==> src/rtl/sprite_palette_engine_pkg.sv <==
// Shared types, constants and helpers for the sprite palette engine.
// DEFAULT_PALETTE is the image loaded into palette RAM on every reset.
package sprite_palette_pkg;

    typedef logic [11:0] rgb12_t;

    typedef enum logic {
        ST_INIT,
        ST_RUN
    } engine_state_t;

    localparam int unsigned PAL_BANKS   = 4;
    localparam int unsigned PAL_ENTRIES = 16;
    localparam int unsigned PAL_BANK_W  = 2;
    localparam int unsigned PAL_IDX_W   = 4;

    localparam logic [4:0] FADE_MAX = 5'd16;
    localparam rgb12_t     WHITE    = 12'hFFF;

    localparam rgb12_t DEFAULT_PALETTE [PAL_BANKS][PAL_ENTRIES] = '{
        '{12'h000, 12'hFFF, 12'hF00, 12'h0F0, 12'h00F, 12'hFF0, 12'h0FF, 12'hF0F,
          12'h888, 12'h444, 12'hC00, 12'h0C0, 12'h00C, 12'hCC0, 12'h0CC, 12'hC0C},
        '{12'h000, 12'hFDB, 12'hE96, 12'hA63, 12'h731, 12'h420, 12'hFEE, 12'hC88,
          12'h3A2, 12'h7D5, 12'h158, 12'h39C, 12'h6BF, 12'hFE0, 12'hA80, 12'h222},
        '{12'h000, 12'hEEE, 12'hDDD, 12'hCCC, 12'hBBB, 12'hAAA, 12'h999, 12'h777,
          12'h666, 12'h555, 12'h333, 12'h111, 12'hF44, 12'h4F4, 12'h44F, 12'hFC4},
        '{12'h000, 12'hF80, 12'hF40, 12'hF00, 12'hC00, 12'h800, 12'h400, 12'hFF8,
          12'hFF4, 12'h8F8, 12'h48F, 12'h84F, 12'hF8F, 12'h8FF, 12'hFFF, 12'h123}
    };

    function automatic rgb12_t default_entry(input logic [PAL_BANK_W-1:0] bank,
                                             input logic [PAL_IDX_W-1:0]  idx);
        return DEFAULT_PALETTE[bank][idx];
    endfunction

    // (c * lvl) >> 4 keeps bits [7:4] of the 8-bit product; lvl=16 passes c through.
    function automatic logic [3:0] fade_chan(input logic [3:0] c, input logic [4:0] lvl);
        return 4'(({4'd0, c} * {3'd0, lvl}) >> 4);
    endfunction

endpackage

==> src/rtl/sprite_palette_engine_if.sv <==
// Pixel, palette-write, effect-control and colour-output signals of the engine.
interface sprite_palette_engine_if
    import sprite_palette_pkg::*;
#(
    parameter int unsigned IDX_W     = 4,
    parameter int unsigned NUM_BANKS = 4
);
    localparam int unsigned BANK_W = $clog2(NUM_BANKS);

    logic              frame_tick;
    logic              pix_valid;
    logic [BANK_W-1:0] bank_sel;
    logic [IDX_W-1:0]  index;
    logic              wr_en;
    logic [BANK_W-1:0] wr_bank;
    logic [IDX_W-1:0]  wr_index;
    rgb12_t            wr_rgb;
    logic              flash_start;
    logic              fade_start;
    logic              fade_clear;
    logic              init_done;
    logic              fade_busy;
    logic              out_valid;
    logic              pix_transparent;
    logic [3:0]        red;
    logic [3:0]        green;
    logic [3:0]        blue;

    modport master (
        output frame_tick, pix_valid, bank_sel, index,
        output wr_en, wr_bank, wr_index, wr_rgb,
        output flash_start, fade_start, fade_clear,
        input  init_done, fade_busy, out_valid, pix_transparent, red, green, blue
    );

    modport slave (
        input  frame_tick, pix_valid, bank_sel, index,
        input  wr_en, wr_bank, wr_index, wr_rgb,
        input  flash_start, fade_start, fade_clear,
        output init_done, fade_busy, out_valid, pix_transparent, red, green, blue
    );

endinterface

==> src/rtl/sprite_palette_engine_ram.sv <==
// Simple dual-port palette RAM: one write port, one synchronous read-first read port.
module palette_ram
    import sprite_palette_pkg::*;
#(
    parameter int unsigned AW = 6
) (
    input  logic          clk,
    input  logic          we,
    input  logic [AW-1:0] waddr,
    input  rgb12_t        wdata,
    input  logic [AW-1:0] raddr,
    output rgb12_t        rdata
);

    rgb12_t mem [1 << AW];

    // A read of the entry being written this cycle returns the previous contents.
    always_ff @(posedge clk) begin
        if (we) begin
            mem[waddr] <= wdata;
        end
        rdata <= mem[raddr];
    end

endmodule

==> src/rtl/sprite_palette_engine.sv <==
// Multi-bank sprite palette lookup with hit-flash, fade-to-black and transparent key.
// Stage 1 is the palette RAM read, stage 2 applies effects into the output registers.
module sprite_palette_engine
    import sprite_palette_pkg::*;
#(
    parameter int unsigned IDX_W           = 4,
    parameter int unsigned NUM_BANKS       = 4,
    parameter int unsigned FLASH_FRAMES    = 8,
    parameter int unsigned TRANSPARENT_IDX = 0
) (
    input  logic                   Clk,
    input  logic                   Reset,
    sprite_palette_engine_if.slave bus
);

    localparam int unsigned BANK_W = $clog2(NUM_BANKS);
    localparam int unsigned AW     = BANK_W + IDX_W;
    localparam int unsigned DEPTH  = 1 << AW;
    localparam int unsigned CNT_W  = $clog2(FLASH_FRAMES + 1);

    engine_state_t    state;
    logic [AW-1:0]    init_addr;
    logic [4:0]       level;
    logic             fading;
    logic [CNT_W-1:0] flash_cnt;
    logic             s1_valid;
    logic [IDX_W-1:0] s1_idx;

    logic             ram_we;
    logic [AW-1:0]    ram_waddr;
    rgb12_t           ram_wdata;
    rgb12_t           ram_rdata;

    // The reload owns the write port during INIT; host writes are dropped then.
    always_comb begin
        ram_we    = 1'b0;
        ram_waddr = init_addr;
        ram_wdata = default_entry(PAL_BANK_W'(init_addr[AW-1:IDX_W]),
                                  PAL_IDX_W'(init_addr[IDX_W-1:0]));
        if (state == ST_INIT) begin
            ram_we = 1'b1;
        end else if (bus.wr_en) begin
            ram_we    = 1'b1;
            ram_waddr = {bus.wr_bank, bus.wr_index};
            ram_wdata = bus.wr_rgb;
        end
    end

    palette_ram #(
        .AW(AW)
    ) u_ram (
        .clk   (Clk),
        .we    (ram_we),
        .waddr (ram_waddr),
        .wdata (ram_wdata),
        .raddr ({bus.bank_sel, bus.index}),
        .rdata (ram_rdata)
    );

    assign bus.fade_busy = (level != 5'd0) && (level != FADE_MAX);

    always_ff @(posedge Clk) begin
        if (Reset) begin
            state               <= ST_INIT;
            init_addr           <= '0;
            bus.init_done       <= 1'b0;
            level               <= FADE_MAX;
            fading              <= 1'b0;
            flash_cnt           <= '0;
            s1_valid            <= 1'b0;
            s1_idx              <= '0;
            bus.out_valid       <= 1'b0;
            bus.pix_transparent <= 1'b0;
            bus.red             <= '0;
            bus.green           <= '0;
            bus.blue            <= '0;
        end else begin
            case (state)
                ST_INIT: begin
                    init_addr <= init_addr + 1'b1;
                    if (init_addr == AW'(DEPTH - 1)) begin
                        state <= ST_RUN;
                    end
                end
                default: begin
                    bus.init_done <= 1'b1;
                end
            endcase

            if (bus.fade_clear) begin
                level  <= FADE_MAX;
                fading <= 1'b0;
            end else if (bus.fade_start) begin
                level  <= FADE_MAX;
                fading <= 1'b1;
            end else if (bus.frame_tick && fading && (level != 5'd0)) begin
                level <= level - 1'b1;
            end

            if (bus.flash_start) begin
                flash_cnt <= CNT_W'(FLASH_FRAMES);
            end else if (bus.frame_tick && (flash_cnt != '0)) begin
                flash_cnt <= flash_cnt - 1'b1;
            end

            s1_valid <= bus.pix_valid && (state == ST_RUN);
            s1_idx   <= bus.index;

            bus.out_valid <= s1_valid;
            if (!s1_valid) begin
                bus.pix_transparent             <= 1'b0;
                {bus.red, bus.green, bus.blue}  <= '0;
            end else if (s1_idx == IDX_W'(TRANSPARENT_IDX)) begin
                bus.pix_transparent             <= 1'b1;
                {bus.red, bus.green, bus.blue}  <= '0;
            end else if (flash_cnt[0]) begin
                bus.pix_transparent             <= 1'b0;
                {bus.red, bus.green, bus.blue}  <= WHITE;
            end else begin
                bus.pix_transparent <= 1'b0;
                bus.red             <= fade_chan(ram_rdata[11:8], level);
                bus.green           <= fade_chan(ram_rdata[7:4], level);
                bus.blue            <= fade_chan(ram_rdata[3:0], level);
            end
        end
    end

endmodule

==> src/flat_wrapper.sv <==
// flat-port wrapper written by rule: the top's interface ports become plain ports
module sprite_palette_engine_flat import sprite_palette_pkg::*;
#(
    parameter int unsigned IDX_W           = 4,
    parameter int unsigned NUM_BANKS       = 4,
    parameter int unsigned FLASH_FRAMES    = 8,
    parameter int unsigned TRANSPARENT_IDX = 0
)
  (Clk, Reset, bus_frame_tick, bus_pix_valid, bus_bank_sel, bus_index, bus_wr_en, bus_wr_bank, bus_wr_index, bus_wr_rgb, bus_flash_start, bus_fade_start, bus_fade_clear, bus_init_done, bus_fade_busy, bus_out_valid, bus_pix_transparent, bus_red, bus_green, bus_blue);
  sprite_palette_engine_if #(.IDX_W(IDX_W), .NUM_BANKS(NUM_BANKS)) bus_i ();
  input  logic Clk;
  input  logic Reset;
  input wire logic [$bits(bus_i.frame_tick)-1:0] bus_frame_tick;
  input wire logic [$bits(bus_i.pix_valid)-1:0] bus_pix_valid;
  input wire logic [$bits(bus_i.bank_sel)-1:0] bus_bank_sel;
  input wire logic [$bits(bus_i.index)-1:0] bus_index;
  input wire logic [$bits(bus_i.wr_en)-1:0] bus_wr_en;
  input wire logic [$bits(bus_i.wr_bank)-1:0] bus_wr_bank;
  input wire logic [$bits(bus_i.wr_index)-1:0] bus_wr_index;
  input wire logic [$bits(bus_i.wr_rgb)-1:0] bus_wr_rgb;
  input wire logic [$bits(bus_i.flash_start)-1:0] bus_flash_start;
  input wire logic [$bits(bus_i.fade_start)-1:0] bus_fade_start;
  input wire logic [$bits(bus_i.fade_clear)-1:0] bus_fade_clear;
  output wire logic [$bits(bus_i.init_done)-1:0] bus_init_done;
  output wire logic [$bits(bus_i.fade_busy)-1:0] bus_fade_busy;
  output wire logic [$bits(bus_i.out_valid)-1:0] bus_out_valid;
  output wire logic [$bits(bus_i.pix_transparent)-1:0] bus_pix_transparent;
  output wire logic [$bits(bus_i.red)-1:0] bus_red;
  output wire logic [$bits(bus_i.green)-1:0] bus_green;
  output wire logic [$bits(bus_i.blue)-1:0] bus_blue;
  assign bus_i.frame_tick = bus_frame_tick;
  assign bus_i.pix_valid = bus_pix_valid;
  assign bus_i.bank_sel = bus_bank_sel;
  assign bus_i.index = bus_index;
  assign bus_i.wr_en = bus_wr_en;
  assign bus_i.wr_bank = bus_wr_bank;
  assign bus_i.wr_index = bus_wr_index;
  assign bus_i.wr_rgb = bus_wr_rgb;
  assign bus_i.flash_start = bus_flash_start;
  assign bus_i.fade_start = bus_fade_start;
  assign bus_i.fade_clear = bus_fade_clear;
  assign bus_init_done = bus_i.init_done;
  assign bus_fade_busy = bus_i.fade_busy;
  assign bus_out_valid = bus_i.out_valid;
  assign bus_pix_transparent = bus_i.pix_transparent;
  assign bus_red = bus_i.red;
  assign bus_green = bus_i.green;
  assign bus_blue = bus_i.blue;
  sprite_palette_engine #(.IDX_W(IDX_W), .NUM_BANKS(NUM_BANKS), .FLASH_FRAMES(FLASH_FRAMES), .TRANSPARENT_IDX(TRANSPARENT_IDX)) u_core (.Clk(Clk), .Reset(Reset), .bus(bus_i));
endmodule
==> config.mk <==
export PLATFORM = sky130hd
export DESIGN_NAME = sprite_palette_engine_flat
export DESIGN_NICKNAME = d
export VERILOG_FILES = /design/src/rtl/sprite_palette_engine_pkg.sv /design/src/rtl/sprite_palette_engine_if.sv /design/src/rtl/sprite_palette_engine_ram.sv /design/src/rtl/sprite_palette_engine.sv /design/src/flat_wrapper.sv
export SDC_FILE = /design/constraint.sdc
export NUM_CORES = 1
export LEC_CHECK = 0
export ABC_AREA = 0
export CAP_MARGIN = 20
export CORE_UTILIZATION = 40
export DETAILED_ROUTE_END_ITERATION = 16
export PLACE_DENSITY_LB_ADDON = 0.25
export SLEW_MARGIN = 5
export SYNTH_ARGS = -nofsm -noshare
export SYNTH_HDL_FRONTEND = slang
export SYNTH_SLANG_ARGS = --single-unit
==> constraint.sdc <==
create_clock -name Clk -period 6.85 [get_ports Clk]
set_input_delay 1.37 -clock Clk [delete_from_list [all_inputs] [get_ports Clk]]
set_output_delay 1.37 -clock Clk [all_outputs]
set_load 0.02 [all_outputs]
# ---- Word-level counts from Yosys, hierarchy flattened
# Memory sizes are Yosys's and may differ from the RTL's. A register that Yosys moved wholly into a read port is not among the register bits.
# Index checks and enable logic that the tools add are counted.
dict set report word_totals {
  ramBits 768
  inputBits 32
  mem_count 1
  ff_bits 37
}
dict set report op_classes {
  n_reduce_logical 14
  n_mul 3
  n_mux 22
  magnitude_cmp 2
  add_sub_neg 3
  bitwise_logic 3
  eq_ne 2
}
# memory words width rd rd_clocked_by_memory_dff write_ports line
set memory_table {}
lappend memory_table {u_core.u_ram.mem 64 12 1 1 1 sprite_palette_engine_ram.sv:15} ;# rgb12_t mem [1 << AW];
# cell n
set ops {}
lappend ops {{$bmux W192 S2} 1}
lappend ops {{$mux W192} 2}
lappend ops {{$bmux W12 S4} 1}
lappend ops {{$mux W12} 4}
lappend ops {{$mul A4 B5 Y8} 3}
lappend ops {{$mux W4} 5}
lappend ops {{$mux W6} 2}
lappend ops {{$mux W1} 7}
lappend ops {{$add A6 B1 Y6 const B} 1}
lappend ops {{$eq A6 B6 Y1 const B} 1}
lappend ops {{$reduce_or A2 Y1} 3}
lappend ops {{$reduce_or A3 Y1} 2}
lappend ops {{$ge A5 B5 Y1 const B} 1}
lappend ops {{$logic_and A1 B1 Y1} 5}
lappend ops {{$ne A5 B5 Y1 const B} 1}
lappend ops {{$not A4 Y5} 1}
lappend ops {{$reduce_bool A5 Y1} 1}
lappend ops {{$sub A5 B1 Y5 const B} 1}
lappend ops {{$logic_not A4 Y1} 1}
lappend ops {{$reduce_bool A4 Y1} 1}
lappend ops {{$sub A4 B1 Y4 const B} 1}
lappend ops {{$ge A3 B3 Y1 const B} 1}
lappend ops {{$not A2 Y3} 1}
lappend ops {{$reduce_bool A2 Y1} 1}
lappend ops {{$not A1 Y1} 1}

# ---- Depth between registers and ports, before layout
dict set report depth {
  ltp_word 9
  mapped_depth 12
}

# ---- Cells and area by module
# A second synthesis with hierarchy kept.
dict set report hier_totals {
  cells_unflattened 1880
  hier_area_um2 34083.9
}
# module instances seq_area_each_um2 cells_per_inst area_per_inst_um2
set by_module_without_submodules {}
lappend by_module_without_submodules {palette_ram 1 23302.3 1339 29851.1}
lappend by_module_without_submodules {sprite_palette_engine 1 740.7 541 4232.8}

# ---- Worst setup path after synthesis
# OpenSTA, ideal clock, no wires.
dict set report synth_path {
  path_kind {input to register}
  startpoint {input bus_wr_en}
  endpoint {memory u_core.u_ram.mem[0][9] (netlist name) (data pin)}
  t_arrival_ns 4.585
  slack_ns 1.544
  path_buffers 1
  path_stages 4
  path_cell_list {and2_1 clkbuf_1 nor3_1 a211oi_1}
}
dict set report synth_via {
  elab_chain_len 2
}
# element line
set synth_lines {}
lappend synth_lines {{start: declaration} flat_wrapper.sv:17} ;# input wire logic [$bits(bus_i.wr_en)-1:0] bus_wr_en;
lappend synth_lines {{$mux W12} sprite_palette_engine.sv:42} ;# end else if (bus.wr_en) begin
lappend synth_lines {{$mux W12} sprite_palette_engine.sv:40} ;# if (state == ST_INIT) begin
lappend synth_lines {{via u_core.ram_wdata[9]} sprite_palette_engine.sv:31} ;# rgb12_t ram_wdata;
lappend synth_lines {{end: declaration} sprite_palette_engine_ram.sv:15}
# The timed path passes the listed nets, and every way through them passes these cells.

# ---- Worst setup path after layout
dict set report layout_path {
  startpoint {input bus_wr_en}
  endpoint {memory u_core.u_ram.mem[34][10] (netlist name) (enable)}
}
dict set report layout_via {
  elab_chain_len 4
  word_cells_on_any_way 6
}
# element line
set layout_lines {}
lappend layout_lines {{$mux W1} sprite_palette_engine.sv:42}
lappend layout_lines {{$mux W1} sprite_palette_engine.sv:40}
lappend layout_lines {{$mux W1} sprite_palette_engine_ram.sv:19} ;# if (we) begin
lappend layout_lines {{$mux W1 (not written as such)} sprite_palette_engine_ram.sv:20} ;# mem[waddr] <= wdata;
# Parallel ways exist; a longest one is shown, timed or not.

==> metrics.md <==
| Metric | Value |
|---|---|
| Hold Buf Count CTS | 0 |
| Worst-path fanout max | 20 |
| TritonCTS Buffers | 85 |
| Synth-to-Final Area Change | 15.0% |
| Post-layout net count | 2079 |
| P_leak | 12.6 nW |
| # port buffers | 47 |
| Initial DRC Count | roughly 2100 |
| Layout cells sized above 1 | about a fifth |
| Vias | 18198 |
| CP Cell Sequence | clkdlybuf4s50_1 > nand2_1 > or3_1 > o21ai_0 > nand2_1 > nor2_1 |
| CP required | 7.09 ns |
| WHS | 0.476 ns |
| Leading area contributor after synthesis | edfxtp_1 |
| Slew HR | 23.5% |
| Final wirelength | between 80000 and 90000 µm |
| Largest net degree at the start of global routing | 70 |
| Hold Vio Cnt, Final | 0 |
| Post-CTS Resized | 0 |
| Clock Skews | 0.0329 ns |
| Most instantiated library cell after synthesis | edfxtp_1 |
| Peak supply drop | approximately 0.00018 V |
| Multi-input gate area | approximately 9300 µm² |
| Synth top area share | 68.2% |
| #FFs+latches synth | ~820 |
| CP startpoint kind | input pin |
| Number of synthesized flops with an enable pin | ~770 |
| Critical Path Sink Type | flip-flop |
| Setup TNS | 0 ns |
| Clk slew on worst S/H paths | 0.06 ns |
| Synth warn | 0 |
| Die W | 293 µm |
| FMAX | around 0.22 GHz |
| Critical path arrival | 4.71 ns |
| Vias per Instance | 5.70 |
| Mapped cell area | ~34000 µm² |
| Top Ports | between 40 and 50 |
| Max Cap Violations | 0 |
| Max Slew Vio Count | 0 |
| H-Tree Depth | 3 |
| Crit path top cell by count | nand2_1 |
| Vias in the first global route | ~18000 |
| Status | finished, final reports clean |
| Synth Net Count | 1970 |
| Drt wl/cell | 26.9 µm |
| Global Route Usage Sum | between 20% and 30% |
| Synth top cells by count | 768 x edfxtp_1, 187 x mux4_2, 124 x nor2_1 |
| GRT Max-Usage Layer | met2 |
| Hold path depth | 2 |
| Residual DRC | 0 |
| Hpwl dp | approximately 54000 µm |
| Pwr/cell area | 290 nW/µm² |
| Period utilization | 65.3% |
| First-pass GRT wire length | 126000 µm |
| Clock Tree Root | clkbuf_16 |
| Reg2Reg Depth | 5 |
| WS Path Type | in2reg |
| Netlist cell types | 65 |
| Met3 Track Usage GR | ~3.7% |
| Seq/Total Area, Yosys | 71.1% |
| Row count | 106 |
| Layout filler cell count | 7013 |
| Slowest-stage cell, CP | nor2_1 |
| RSZ-0062 raised after global routing | no |
| Largest cells by area after synthesis | edfxtp_1 68%, mux4_2 12%, dfxtp_1 2.9% |
| Worst slew pin tran | ~1.1 ns |
| Post-synth ARST share | 0% |
| Met2 usage | 32.9% |
| Final Wtd Congestion | 0.885 |
| Clock Sinks | 817 |
| Max clock buf depth | 3 |
| Mapped Cells | 1881 |
| Total grt overflow | 0 |
| Register area | 24000 µm² |
| Setup Viol. Count Final | 0 |
| HP Class | reg2reg |
| Die area | 85700 µm² |
| CP peak stage delay | 1.04 ns |
| Number of setup buffers added after CTS | 0 |
| CORE AREA | 83700 µm² |
| Initial Util | between 40% and 50% |
| Clk_lat worst skew | 0.64 ns |
| Initial DRT Pass Iterations | 6 |
| Min Tclk post-route | between 4 and 5 ns |
| Initial antenna violation count | 5 |
| CTS tree | done |
| GRT met1 Usage | 27.7% |
| DRT antenna net count | 0 |
| Die Y | about 290 µm |
| Dominant synthesized flop cell | edfxtp_1 |
| Syn_area_per_cell | 18.0 µm² |
[worst max-delay path: cells and delay by family]
kind / cells / cell delay [ns]
and+or+nand+nor: 4 / 2.72
buffers and inverters: 1 / 0.49
AOI/OAI and AO/OA: 1 / 0.12
[report_power, final]
group / switching, mW / internal [mW]
registers: 0.0372 / 5.68
logic: 0.634 / 0.275
clock network: 1.93 / 2.71
total: 2.61 / 8.67
[per-stage QoR]
stage	instance area (µm²)	instances	util (%)	power (mW)	setup WS [ns]
floorplan	33800	1881	-	6.34	1.54
global placement	35600	2994	42.6	6.71	1.85
detailed placement	35700	3006	42.7	6.73	1.78
CTS	38600	3162	46.1	11.3	2.44
global route	38900	3193	46.4	11.6	2.26
finish	38900	3194	46.4	11.3	2.38
[state kept, by name (all words and copies together), names as in the netlist]
register,count
u_core.u_ram.rdata,12
u_core.bus.blue,4
u_core.init_addr,6
u_core.fading,1
u_core.flash_cnt,4
u_core.bus.init_done,1
u_core.level,5
u_core.s1_idx,4
u_core.bus.red,4
u_core.u_ram.mem,768
u_core.bus.green,4
u_core.s1_valid,1
u_core.state,1
u_core.bus.out_valid,1
u_core.bus.pix_transparent,1
[cells in the final DEF, fill, tap and decap left out, types with 36 or more instances in the layout]
cell	instances
ha_1	42
o21ai_0	36
and2_1	36
buf_4	60
edfxtp_1	768
nor2_1	124
mux4_2	187
clkbuf_16	87
nand2_1	107
dfxtp_1	48
clkdlybuf4s50_1	44
a22oi_1	44
a21oi_1	37
[routing by layer]
metal  share of wire, %  vias up  wire length [µm]
met4                2.8        4              2390
met5              0.038        -                33
met3                7.4      137              6330
li1                   -     7793                 -
met1                 41     9464             35300
met2                 49      800             41900
[final cells by class]
cell class                      instances  share of cell area, %
Antenna cell                            1                0.00644
Clock buffer                          100                   5.80
Multi-Input combinational cell        924                   23.8
Sequential cell                       817                   61.9
Timing Repair Buffer                  127                   3.05
Clock inverter                         56                   1.48
Inverter                               35                  0.338
Tap cell                             1134                   3.65
[kinds of logic after synthesis]
kind of cell	after synthesis	synth area share, %
simple gates	374	5.16
mux	202	13.2
xor+xnor	24	0.622
buf+inv	140	1.98
flops	817	71.1
compound gates	267	5.42
fa+ha+maj	57	2.44
[path summary, 6_finish.rpt]
path                        start                  endpoint  slack [ns]
max                     bus_wr_en  u_core.u_ram.mem[34][10]        2.38
max reg2reg          u_core.state  u_core.u_ram.mem[34][10]        2.44
min          u_core.bus.init_done      u_core.bus.init_done        0.48
min reg2reg  u_core.bus.init_done      u_core.bus.init_done        0.48
No activity file was read; power rests on OpenSTA's default activity.
==> RTL change, RTL diff (same settings) <==
`FADE_MAX`: 5'd16 -> 5'd15.
--- a/src/rtl/sprite_palette_engine_pkg.sv
+++ b/src/rtl/sprite_palette_engine_pkg.sv
@@ -14,7 +14,7 @@
     localparam int unsigned PAL_BANK_W  = 2;
     localparam int unsigned PAL_IDX_W   = 4;
 
-    localparam logic [4:0] FADE_MAX = 5'd16;
+    localparam logic [4:0] FADE_MAX = 5'd15;
     localparam rgb12_t     WHITE    = 12'hFFF;
 
     localparam rgb12_t DEFAULT_PALETTE [PAL_BANKS][PAL_ENTRIES] = '{
Function: same outputs for any inputs over 4 cycles, from zero or initial values and one cycle with Reset high; that may be too few to reach the edited logic, so the function may still have changed.
==> RTL change against the original RTL <==
Area after synthesis is 0.69% higher. Critical endpoint is now u_core.u_ram.mem[13][7]. Power increased by 0.52%. Wire length shrank 0.47%. Cell area is essentially flat. Sequential cell count unchanged. Clock skew fell by 0.014 ns. Setup slack improved by 0.37 ns. Sequential share of layout area barely moved. Die area increased by 0.68%.
==> RTL change: results (changes against the original RTL) <==
* Status: finished clean
* Hold WC Path Type: flip-flop to flip-flop
* Synth warnings at 0 (unchanged)
* Least-Margin Pin Slew at 1.131 ns (-0.01257 ns)
* RePlAce Congestion at 0.8986 (+1.5%)
* Deepest clock path buffer count at 3 (unchanged)
* Worst-skew pair later-pin latency at 0.64 ns (about the same)
* CTS buffer count at 84 (-1.2%)
* Max stage delay on crit path at 0.92 ns (-0.12 ns)
* Fraction of layout cells with a size suffix above 1 at 21.15% (+0.60 points)
* Top cells by area, synth: edfxtp_1, mux4_2, dfxtp_1
* Largest net degree at the start of global routing at 69 (-1.4%)
* Clock transition at path regs at 0.06 ns (about the same)
* Synth async-reset ratio at 0% (unchanged)
* Critical path's slowest cell: nor2_1
* Peak supply drop at 0.2058 mV (+16%)
* Sequential share of the synthesized area at 70.64% (-0.49 points)
* Net Sw Frac at 24.35% (+1.2 points)
* Post-synth top cells: edfxtp_1, mux4_2, nor2_1
* Unique cell type count in the Yosys netlist at 65 (unchanged)
* Post_cts resized at 0 (unchanged)
* Initial antenna violation count at 7 (+2)
* Routed WL per cell at 26.93 um (about the same)
* Initial DRT Pass Iterations at 6 (unchanged)
* Number of vias in the routed layout at 18,150 (-0.27%)
* Regs by FF count: u_core.u_ram.mem (768), u_core.u_ram.rdata (12), u_core.init_addr (6)
* Syn Nets at 1,961 (-0.46%)
* Final setup violation count at 0 (unchanged)
* DPL Wire Length at 55,550 um (+2.0%)
* Crit path max fanout at 15 (-25%)
* Crit path DAT at 4.36 ns (-0.35 ns)
* Fillcell total at 6,989 (-0.34%)
* Worst path top cell family by delay: simple AND/OR/NAND/NOR gates
* # port buffers at 47 (unchanged)
* First-pass GRT wire length at 125,200 um (-0.25%)
* GRT Util Overall at 20.12% (-0.092 points)
* Post-synth EDFFs at 768 (unchanged)
* CTS root buf: clkbuf_16
* Leak at 12.55 nW (-0.52%)
* Setup bufs post-CTS at 0 (unchanged)
* Drt initial violations at 1,781 (-17%)
* Worst Skew at 0.01942 ns (-0.01351 ns)
* Layout Nets at 2,067 (-0.58%)
* Htree depth at 3 (unchanged)
RTL change: changes by cell type in the layout (fill, tap and decap cells not counted), moves of 6 or more:
cell      delta
nor2_1      -10
mux2i_1     +16
a311oi_1     +7
a22oi_1     -22
nand2_1     -27
o21ai_0     -12
buf_6       -10
or3_1        +6
clkinv_1     -8
mux4_1       -7
clkbuf_1     +6
mux4_2      +13
RTL change: worst paths after layout:
path | start | end | slack [ns] | cells past startpoint
setup reg to reg | u_core.init_addr[5] | u_core.u_ram.mem[27][2] | 2.75 | 8
setup / recovery | bus_wr_en | u_core.u_ram.mem[13][7] | 2.75 | 5
hold reg to reg | u_core.bus.init_done | u_core.bus.init_done | 0.49 | 2
hold / removal | u_core.bus.init_done | u_core.bus.init_done | 0.49 | 2
RTL change: power by group through the flow:
stage / registers, mW / logic [mW] / clock network (mW)
3_3_place_gp: 5.83 / 1.19 / 0
2_1_floorplan: 5.83 / 0.760 / 0
5_1_grt: 5.72 / 1.34 / 4.65
3_5_place_dp: 5.83 / 1.22 / 0
4_1_cts: 5.72 / 1.22 / 4.47
6_report: 5.72 / 1.23 / 4.39
RTL change: tightest hold or removal path, delay by kind of cell, from the launching register on:
kind	cells	cell delay (ns)
flip-flops	1	0.34
AND/OR/NAND/NOR	2	0.11
RTL change: cells by family (layout without fill, tap and decap cells):
kind of cell | Yosys count | count (layout) | synth area share, %
AOI/OAI and AO/OA | 249 | 249 | 5.114
xor gates and xnor gates | 24 | 24 | 0.6176
adders and majority gates | 58 | 58 | 2.463
buffers and inverters | 142 | 314 | 2.140
DFF | 817 | 817 | 70.64
muxes | 224 | 224 | 13.95
other | 0 | 1 | 0
and+or+nand+nor | 357 | 357 | 5.073
RTL change: layout make-up:
type / count / share of cell area [%]
flip-flops and latches: 817 / 61.87
diodes: 1 / 0.006440
multi-input cells: 912 / 24.18
inverters: 36 / 0.3477
clock inverters: 51 / 1.281
clock buffers: 101 / 5.599
well taps: 1134 / 3.651
repair buffers: 126 / 3.059
RTL change: metrics by stage:
step | setup WS (ns) | utilization [%] | cell area (sq um) | instances
2_1_floorplan | 0.1460 | - | 34030 | 1871
3_3_place_gp | 2.011 | 42.66 | 35810 | 2984
3_5_place_dp | 1.938 | 42.71 | 35850 | 2987
4_1_cts | 2.620 | 45.89 | 38530 | 3139
5_1_grt | 2.571 | 46.29 | 38860 | 3178
6_report | 2.749 | 46.29 | 38860 | 3178
RTL change: per-layer routing:
metal	routed length (um)	part of all wire (%)	global-route usage [%]
met1	35310	41	27.10
met2	41240	48	32.56
met3	6603	7.7	4.464
met4	2410	2.8	6.314
met5	13	0.015	0
